**src/rtl/ac97_pkg.sv**
```systemverilog
// Shared AC'97 link constants: frame geometry, slot offsets, codec register map,
// and the codec command record used between the command ROM and the frame builder.
package ac97_pkg;
   localparam int FRAME_BITS  = 256;
   localparam int TAG_BITS    = 16;
   localparam int SLOT_BITS   = 20;
   localparam int CNT_W       = $clog2(FRAME_BITS);

   localparam int SLOT1_START = TAG_BITS;
   localparam int SLOT2_START = SLOT1_START + SLOT_BITS;
   localparam int SLOT3_START = SLOT2_START + SLOT_BITS;
   localparam int SLOT4_START = SLOT3_START + SLOT_BITS;
   // Only tag + slots 1..4 carry data; everything past this is zero.
   localparam int HEAD_BITS   = SLOT4_START + SLOT_BITS;
   localparam int HEAD_IDX_W  = $clog2(HEAD_BITS);

   localparam logic [6:0] REG_MASTER    = 7'h02;
   localparam logic [6:0] REG_HEADPHONE = 7'h04;
   localparam logic [6:0] REG_PCM_OUT   = 7'h18;
   localparam logic [6:0] REG_REC_SEL   = 7'h1A;

   typedef struct packed {
      logic [6:0]  reg_idx;
      logic [15:0] reg_data;
   } codec_cmd_t;

   // Same attenuation on both channels; 1.5 dB steps mapped onto the 6-bit field.
   function automatic logic [15:0] vol_word(input logic [3:0] vol);
      logic [5:0] att;
      att = {1'b0, vol, 1'b0};
      return {2'b00, att, 2'b00, att};
   endfunction
endpackage

```
**src/rtl/ac97_cmd_rom.sv**
```systemverilog
// Repeating codec register-write list; volume words track volume_control live.
module ac97_cmd_rom
   import ac97_pkg::*;
#(
   parameter int IDX_W = 2
) (
   input  logic [IDX_W-1:0] cmd_idx,
   input  logic [3:0]       volume_control,
   output codec_cmd_t       cmd
);
   always_comb begin
      cmd = '0;
      case (cmd_idx)
         IDX_W'(0): cmd = '{reg_idx: REG_MASTER,    reg_data: vol_word(volume_control)};
         IDX_W'(1): cmd = '{reg_idx: REG_HEADPHONE, reg_data: vol_word(volume_control)};
         IDX_W'(2): cmd = '{reg_idx: REG_PCM_OUT,   reg_data: 16'h0808};
         IDX_W'(3): cmd = '{reg_idx: REG_REC_SEL,   reg_data: 16'h0000};
         default:   cmd = '0;
      endcase
   end
endmodule

```
**src/rtl/ac97_frame_controller.sv**
```systemverilog
// AC'97 link master: serialises 256-bit frames (tag, command, mono PCM on L/R)
// and pops one FIFO sample per frame once the codec reports ready.
module ac97_frame_controller
   import ac97_pkg::*;
#(
   parameter int SAMPLE_WIDTH = 20,
   parameter int NUM_CMDS     = 4
) (
   input  logic                    bit_clk,
   input  logic                    system_reset,
   input  logic                    sdata_in,
   output logic                    sdata_out,
   output logic                    sync,
   output logic                    reset_b,
   input  logic [SAMPLE_WIDTH-1:0] sample_fifo_dout,
   input  logic                    sample_fifo_empty,
   output logic                    sample_fifo_rd_en,
   input  logic [3:0]              volume_control
);
   localparam int IDX_W = (NUM_CMDS > 1) ? $clog2(NUM_CMDS) : 1;

   logic [CNT_W-1:0]        bit_cnt;
   logic                    running;
   logic                    codec_ready;
   logic                    frame_ready;
   logic [IDX_W-1:0]        cmd_idx;
   codec_cmd_t              rom_cmd, cur_cmd;
   logic [SAMPLE_WIDTH-1:0] sample_q;
   logic                    sdata_q;
   logic                    frame_end;
   logic [HEAD_BITS-1:0]    frame_head;
   logic [HEAD_IDX_W-1:0]   head_pos;
   logic                    head_bit;

   ac97_cmd_rom #(.IDX_W(IDX_W)) u_cmd_rom (
      .cmd_idx        (cmd_idx),
      .volume_control (volume_control),
      .cmd            (rom_cmd)
   );

   // running holds the counter at 0 for one cycle after reset so the first
   // visible frame begins cleanly at b=0.
   assign frame_end = running && (bit_cnt == CNT_W'(FRAME_BITS-1));
   assign reset_b   = ~system_reset;
   assign sync      = running && (bit_cnt < CNT_W'(TAG_BITS));
   assign sdata_out = sdata_q;
   assign sample_fifo_rd_en = frame_end && codec_ready && !sample_fifo_empty && !system_reset;

   // Everything feeding the frame is latched at b=255, so a frame is self-consistent.
   assign frame_head = {frame_ready, {4{frame_ready}}, 11'b0,
                        1'b0, cur_cmd.reg_idx, 12'b0,
                        cur_cmd.reg_data, 4'b0,
                        SLOT_BITS'(sample_q),
                        SLOT_BITS'(sample_q)};
   assign head_pos = HEAD_IDX_W'(HEAD_BITS-1) - bit_cnt[HEAD_IDX_W-1:0];
   assign head_bit = (bit_cnt < CNT_W'(HEAD_BITS)) && frame_head[head_pos];

   always_ff @(posedge bit_clk) begin
      if (system_reset) begin
         running     <= 1'b0;
         bit_cnt     <= '0;
         sdata_q     <= 1'b0;
         codec_ready <= 1'b0;
         frame_ready <= 1'b0;
         cmd_idx     <= '0;
         cur_cmd     <= '0;
         sample_q    <= '0;
      end else begin
         running <= 1'b1;
         if (running) bit_cnt <= bit_cnt + 1'b1;
         // Registering frame bit b here yields the one-cycle lag on the wire.
         sdata_q <= running && head_bit;
         if (running && bit_cnt == CNT_W'(1) && sdata_in) codec_ready <= 1'b1;
         if (frame_end) begin
            frame_ready <= codec_ready;
            cur_cmd     <= rom_cmd;
            cmd_idx     <= (cmd_idx == IDX_W'(NUM_CMDS-1)) ? '0 : cmd_idx + 1'b1;
            if (sample_fifo_rd_en) sample_q <= sample_fifo_dout;
         end
      end
   end
endmodule

```
**config.mk**
```make
export PLATFORM = sky130hd
export DESIGN_NAME = ac97_frame_controller
export DESIGN_NICKNAME = d
export VERILOG_FILES = /design/src/rtl/ac97_pkg.sv /design/src/rtl/ac97_cmd_rom.sv /design/src/rtl/ac97_frame_controller.sv
export SDC_FILE = /design/constraint.sdc
export NUM_CORES = 1
export LEC_CHECK = 0
export ABC_AREA = 1
export CELL_PAD_IN_SITES_DETAIL_PLACEMENT = 0
export CELL_PAD_IN_SITES_GLOBAL_PLACEMENT = 1
export CORE_MARGIN = 2
export CORE_UTILIZATION = 37
export CTS_CLUSTER_DIAMETER = 100
export DETAILED_ROUTE_END_ITERATION = 12
export GPL_ROUTABILITY_DRIVEN = 0
export PLACE_DENSITY_LB_ADDON = 0.1
export SYNTH_ARGS = -nofsm -noshare
export SYNTH_HDL_FRONTEND = slang
export SYNTH_HIERARCHICAL = 1
export SYNTH_SLANG_ARGS = --single-unit
```
**constraint.sdc**
```tcl
create_clock -name bit_clk -period 1.64 [get_ports bit_clk]
set_input_delay 0.328 -clock bit_clk [delete_from_list [all_inputs] [get_ports bit_clk]]
set_output_delay 0.328 -clock bit_clk [all_outputs]
set_load 0.02 [all_outputs]
```
==> reports/qor.yml, run 1 <==
status: "finished with violations"
violations: "setup timing"
cp-endpoint: "sample_fifo_rd_en"
path_clk_slew_ns: 0.06
drt_iter0_markers: 88
vdd_drop_max_v: 0.000352
die_w_um: 93.0
core-area_sq_um: 7690
critPathMaxFanout: 2
synth_top_cell_area_share: 0.389
grt_overflow: 0
timing.fmax_ghz: 0.514
worstPathRequired_ns: 1.31
fin_crit_sh: 1.19
clk_path_buf_depth: 2
first_global_vias: 2764
synth_cells: 435
die_h_um: 93.0
start_util: 0.382
synthTopCellsByArea: "dfxtp_1, nand2_1, a21oi_1"
antennaDiodeCount: 0
reg2reg_slack_ns: -0.25
synth_common_cells: "nand2_1, dfxtp_1, nor2_1"
port_buffers: 31
rsz0062_at_grt: "yes"
wl_per_cell_um: 13.7
io_pins: 32
dr.pass1.iters: 6
slowest_stage: "dfxtp_2"
setup_violations: 48
ys_seq_area_frac: 0.389
path_cells: "ha_4 -> nand2_4 -> nor2_4 -> nand2_2 -> nor2_2 -> nand2_1 -> inv_2 -> nand3_4 -> nor3_4 -> buf_6"
min_path_type: "register to register"
max_stage_delay_ns: 0.35
pre_cts_slack_ns: -0.512
arrival_ns: 1.62
synth-main-ff-cell: "dfxtp_1"
nFillCells: 759
slew_headroom: 0.477
rr_startpoint: "bit_cnt[0]$_SDFFE_PP0P_"
leakagePower_uw: 0.00183
drive_gt1_frac: 0.308
layout_setup_ws_ns: -0.306
dp.cells: 571
worstRegToRegCells: 13
vias_per_cell: 4.70
cellPowerDensity_nw_per_um2: 660
yosysMostFrequentCell: "nand2_1"
hold_viol: 0
routed_wl_um: 8290
fin_crit_ns: 1.95
synth_warnings: 6
syn-cell-area_sq_um: 2930
grt_pass1_wl_um: 13500
worst_pin_slew_ns: 0.785
placementRows: 32
fin_worst_skew_ns: 0.0114
crit_type: "register to primary output"
startpoint_type: "register"
areaGrowthSynthToFinish_pct: 48.5
path_depth: 10
clk_latency_ns: 0.34
dieArea_sq_um: 8650
syn_area_per_cell_sq_um: 6.74
postCtsHoldBufs: 0
timing.final.max_slew_violations: 0
grt_max_degree: 44
crit_start: "bit_cnt[0]$_SDFFE_PP0P_"
synth-seq-cells: 57
root_buffer: "clkbuf_8"
maxCapViolCount: 0
final_cells: 605
synth_edf_count: 0
antenna_left: 0
final_nets: 536
worst_setup_path_end_kind: "primary output"
gr-usage-all-layers: 0.200
cts_tree: "yes"
ys_types: 25
r2r_end: "sample_q[8]$_SDFFE_PP0P_"
ys_async_sr_fraction: 0
htree_levels: 3
yosysTopAreaCell: "dfxtp_1"
numCtsBuffers: 9
antenna_found_initial: 0
hpwl_um: 4940
vias: 2842
drc: 0
cp_top_family: "simple AND/OR/NAND/NOR gates"
cts_sinks: 57
crit_buf_inv: 2
==> routing by layer <==
layer	up-vias	part of all wire	track usage
met5	-	0	0
met4	0	0.019	0.0809
met3	11	0.025	0.0346
met2	37	0.45	0.312
met1	1308	0.51	0.273
li1	1486	-	-
==> worst min-delay path, stage by stage, from the launching register on <==
cell,delay (ns)
dfxtp_1,0.29
inv_1,0.07
a21oi_2,0.05
==> kinds of logic after synthesis <==
| logic type | count (synthesis) | share of synthesized area |
|---|---|---|
| compound gates | 83 | 0.145 |
| simple gates | 200 | 0.284 |
| flops | 57 | 0.389 |
| fa+ha+maj | 9 | 0.0384 |
| other cells | 1 | 0.00128 |
| buf+inv | 85 | 0.143 |
==> repair_timing <==
action	CTS	global route
endpoints found under the hold margin	0	0
gates resized for setup	101	64
setup endpoints to repair	50	52
buffers inserted	15	2
gates cloned	5	3
pin swaps	16	22
==> flip-flops by register name (all words and copies together), names as in the netlist <==
signal,cells
cmd_idx,2
running,1
bit_cnt,8
sdata_out,1
cur_cmd,23
codec_ready,1
sample_q,20
frame_ready,1
==> how the worst min path moves through the flow <==
stage	from	slack, ns	cells past startpoint	end
after global routing	cur_cmd[9]$_SDFFE_PP0P_	0.49	2	cur_cmd[9]$_SDFFE_PP0P_
after CTS	cur_cmd[2]$_SDFFE_PP0P_	0.46	2	cur_cmd[2]$_SDFFE_PP0P_
after floorplan	cur_cmd[10]$_SDFFE_PP0P_	0.43	2	cur_cmd[10]$_SDFFE_PP0P_
after global placement	cur_cmd[5]$_SDFFE_PP0P_	0.44	2	cur_cmd[5]$_SDFFE_PP0P_
final	cur_cmd[21]$_SDFFE_PP0P_	0.46	2	cur_cmd[21]$_SDFFE_PP0P_
after detailed placement	cur_cmd[6]$_SDFFE_PP0P_	0.45	2	cur_cmd[6]$_SDFFE_PP0P_
==> where the power goes <==
part           switching, uW  leakage (uW)  internal, uW  total, uW
clock network            545     0.0000887           570       1110
logic                    202       0.00128           159        361
registers               6.93      0.000460          1390       1400
==> cell type report <==
type / instances / area (sq um) / area share
sequential: 57 / 1140 / 0.263
inverter: 45 / 186 / 0.0428
clock buffer: 11 / 141 / 0.0325
multi-input combinational: 303 / 1870 / 0.429
tap: 102 / 128 / 0.0293
clock inverter: 4 / 20.0 / 0.00460
timing repair buffer: 83 / 865 / 0.199
==> metrics by stage <==
| step | hold slack [ns] | area [sq um] | total power, uW | util | setup TNS (ns) |
|---|---|---|---|---|---|
| floorplan | 0.429 | 2990 | 1600 | - | -0.0323 |
| global placement | 0.439 | 3450 | 1720 | 0.449 | -6.25 |
| detailed placement | 0.446 | 3450 | 1720 | 0.449 | -6.11 |
| CTS | 0.464 | 4100 | 2880 | 0.534 | -9.18 |
| global route | 0.487 | 4360 | 3020 | 0.567 | -11.92 |
| finish | 0.461 | 4360 | 2870 | 0.567 | -7.88 |
==> cell usage in the layout, fill, tap and decap left out, types with 7 or more instances in the layout <==
cell type	Yosys	final
o21ai_2	0	12
buf_4	17	35
o21ai_4	0	13
nor2_1	53	51
clkdlybuf4s50_1	0	27
nand3_1	36	35
conb_1	1	11
nand2_4	0	10
a21oi_2	0	27
nand2_1	101	87
clkbuf_8	0	10
o21ai_0	27	7
dfxtp_1	57	54
buf_6	4	9
ha_1	9	8
a21oi_1	43	14
inv_1	43	41
Note: power is estimated with default switching activity, not from simulation.
==> inputs of run 2 (changes only) <==
- CORE_UTILIZATION: 37 -> 35
- SYNTH_HIERARCHICAL: 1 -> default
==> run 2 against run 1 <==
  * Clock skew is 0.0093 ns lower
  * Utilization is 4.9 points lower
  * The run still ends with setup timing left
  * Count of clock-buffer cells in the layout is 4 lower
  * Sequential cell count is 16 lower
  * Highest routed layer unchanged
  * Die area is 23% lower
==> reports/qor.yml, run 2 <==
status: "finished with violations"
violations: "setup timing"
wl_per_cell_um: 12.9  # -5.9%
maxCapViolCount: 0  # unchanged
clk_path_buf_depth: 2  # unchanged
crit_type: "register to primary output"
postCtsHoldBufs: 0  # unchanged
gr-usage-all-layers: 0.179  # -0.0202
hpwl_um: 3680  # -26%
use_met3: 0.0363  # +0.00161
leakagePower_uw: 0.00122  # -34%
slew_headroom: 0.824  # +0.347
synth_cells: 287  # -34%
largest_reg_flops: 20  # -13%
worstPathRequired_ns: 1.31  # about the same
startpoint_type: "register"
numCtsBuffers: 5  # -4
start_util: 0.359  # -0.0222
drt_iter0_markers: 106  # +20%
pwr-share-seq: 0.505  # +0.018
worst_pin_slew_ns: 0.262  # -0.523 ns
placementRows: 28  # -13%
fin_crit_sh: 1.23  # +0.0443
antenna_found_initial: 0  # unchanged
vias: 1973  # -31%
top_register: "sample_q"
synth_common_cells: "nand2_1, dfxtp_1, nor2_1"
min_path_type: "register to register"
swShare: 0.246  # -0.0156
dieArea_sq_um: 6680  # -23%
first_global_vias: 1889  # -32%
synthTopCellsByArea: "dfxtp_1, nand2_1, a211oi_2"
cts_tree: "yes"
critPathMaxFanout: 2  # unchanged
htree_levels: 2  # -1
antennaDiodeCount: 0  # unchanged
p_int_uw: 1510  # -29%
ys_types: 27  # +8.0%
root_buffer: "clkbuf_8"
final_nets: 383  # -29%
drc: 0  # unchanged
grt_pass1_wl_um: 9080  # -33%
final_cell_mix: "nand2_1, dfxtp_1, nor2_1"
worst_setup_path_end_kind: "primary output"
finalSetupTns_ns: -6.26  # +1.61 ns
cellPowerDensity_nw_per_um2: 658  # -0.32%
clkPwrFrac: 0.367  # -0.021
ys_async_sr_fraction: 0  # unchanged
fin_crit_ns: 2.02  # +0.0726 ns
timing.fmax_ghz: 0.495  # -3.6%
syn-cell-area_sq_um: 2110  # -28%
top_regs: "sample_q x20, bit_cnt x8, cur_cmd x7"
grt_overflow: 0  # unchanged
hold_viol: 0  # unchanged
syn-num-nets: 323
io_pins: 32  # unchanged
use_met2: 0.279  # -0.0333
grt_max_degree: 21  # -52%
die_h_um: 81.7  # -12%
antenna_left: 0  # unchanged
clk_latency_ns: 0.29  # -0.05 ns
synth_edf_count: 0  # unchanged
setup_violations: 31  # -35%
vdd_drop_max_v: 0.000347  # -1.6%
dr.pass1.iters: 4  # -2
yosysMostFrequentCell: "nand2_1"
layout_setup_ws_ns: -0.379  # -0.0726 ns
die_w_um: 81.7  # -12%
dp.cells: 402  # -30%
fin_worst_skew_ns: 0.00214  # -0.00926 ns
synth-main-ff-cell: "dfxtp_1"
synth-seq-cells: 41  # -28%
synth_warnings: 0  # -6
final_cells: 423  # -30%
yosysTopAreaCell: "dfxtp_1"
path_clk_slew_ns: 0.08  # +0.02 ns
p_comb_frac: 0.129  # +0.004
utilization: 0.518  # -0.0489
core-area_sq_um: 5890  # -23%
port_buffers: 31  # unchanged
cts_sinks: 41  # -28%
ys_seq_area_frac: 0.388  # -0.000913
arrival_ns: 1.69  # +0.07 ns
vias_per_cell: 4.66  # -0.71%
rsz0062_at_grt: "yes"
areaGrowthSynthToFinish_pct: 44.1
drive_gt1_frac: 0.267  # -0.0409
use_met1: 0.247  # -0.0254
timing.final.max_slew_violations: 0  # unchanged
syn_area_per_cell_sq_um: 7.37  # +9.3%
p_total_uw: 2000  # -30%
grt-busiest-layer: "met2"
p_sw_uw: 494  # -34%
layout_commonest_cell: "nand2_1"
routed_wl_um: 5450  # -34%
synth_top_cell_area_share: 0.388  # -0.000913
==> run 2: cells by family after synthesis <==
group | share of synthesized area
compound gates | 0.191
simple gates | 0.280
buf+inv | 0.0888
flops | 0.388
xor+xnor | 0.00414
fa+ha+maj | 0.0473
==> run 2: power by group through the flow <==
| stage | logic [uW] | registers, uW | clock network (uW) |
|---|---|---|---|
| 4_1_cts | 259 | 1010 | 762 |
| 3_5_place_dp | 246 | 1030 | 0 |
| 2_1_floorplan | 118 | 1030 | 0 |
| 6_report | 258 | 1010 | 735 |
| 3_3_place_gp | 249 | 1030 | 0 |
| 5_1_grt | 286 | 1010 | 801 |
==> run 2: area by class of cell <==
type                            instances  area, sq um
Tap cell                               75         93.8
Sequential cell                        41          825
Timing Repair Buffer                   66          684
Clock buffer                            7         96.3
Clock inverter                          1         5.00
Fill cell                             600         2840
Inverter                               31          125
Multi-Input combinational cell        202         1220
==> run 2: critical path, cell delays in order, from the launching register on <==
cell	delay [ns]
dfxtp_2	0.36
ha_4	0.15
nand3_4	0.08
nor2_4	0.09
nand2_2	0.07
nor2_4	0.10
nand2_2	0.08
nor2_4	0.13
nand3_4	0.09
nor2_4	0.12
buf_6	0.13
==> run 2: metal layers <==
| metal | vias to the layer above | part of all wire |
|---|---|---|
| li1 | 1061 | - |
| met1 | 879 | 0.51 |
| met2 | 27 | 0.45 |
| met3 | 6 | 0.032 |
| met4 | 0 | 0.012 |
| met5 | - | 0 |
==> run 2: path summary, 6_finish.rpt <==
kind	start	to	cells past startpoint	slack [ns]
max reg2reg	bit_cnt[0]$_SDFFE_PP0P_	sample_q[19]$_SDFFE_PP0P_	12	-0.31
max	bit_cnt[0]$_SDFFE_PP0P_	sample_fifo_rd_en	10	-0.38
min	cur_cmd[18]$_SDFFE_PP0P_	cur_cmd[18]$_SDFFE_PP0P_	2	0.45
min reg2reg	cur_cmd[18]$_SDFFE_PP0P_	cur_cmd[18]$_SDFFE_PP0P_	2	0.45
==> run 2: per-stage QoR <==
stage / hold slack, ns / area, sq um / setup WS [ns]
final: 0.454 / 3050 / -0.379
after global routing: 0.477 / 3050 / -0.498
after CTS: 0.464 / 2990 / -0.444
after detailed placement: 0.452 / 2610 / -0.601
after global placement: 0.447 / 2610 / -0.581
after floorplan: 0.430 / 2110 / -0.0718
==> run 2: timing repair <==
item | CTS | global route
pin swaps | 3 | 4
resized for setup | 53 | 14
endpoints found under the setup margin | 29 | 35
gates cloned | 4 | 0
setup buffers | 6 | 5
==> inputs of run 3 (changes only) <==
- CORE_UTILIZATION: 35 -> 37
- SYNTH_HIERARCHICAL: default -> 1
==> results of run 3 <==
The final DEF is identical to that of run 1; final timing and power are the same.
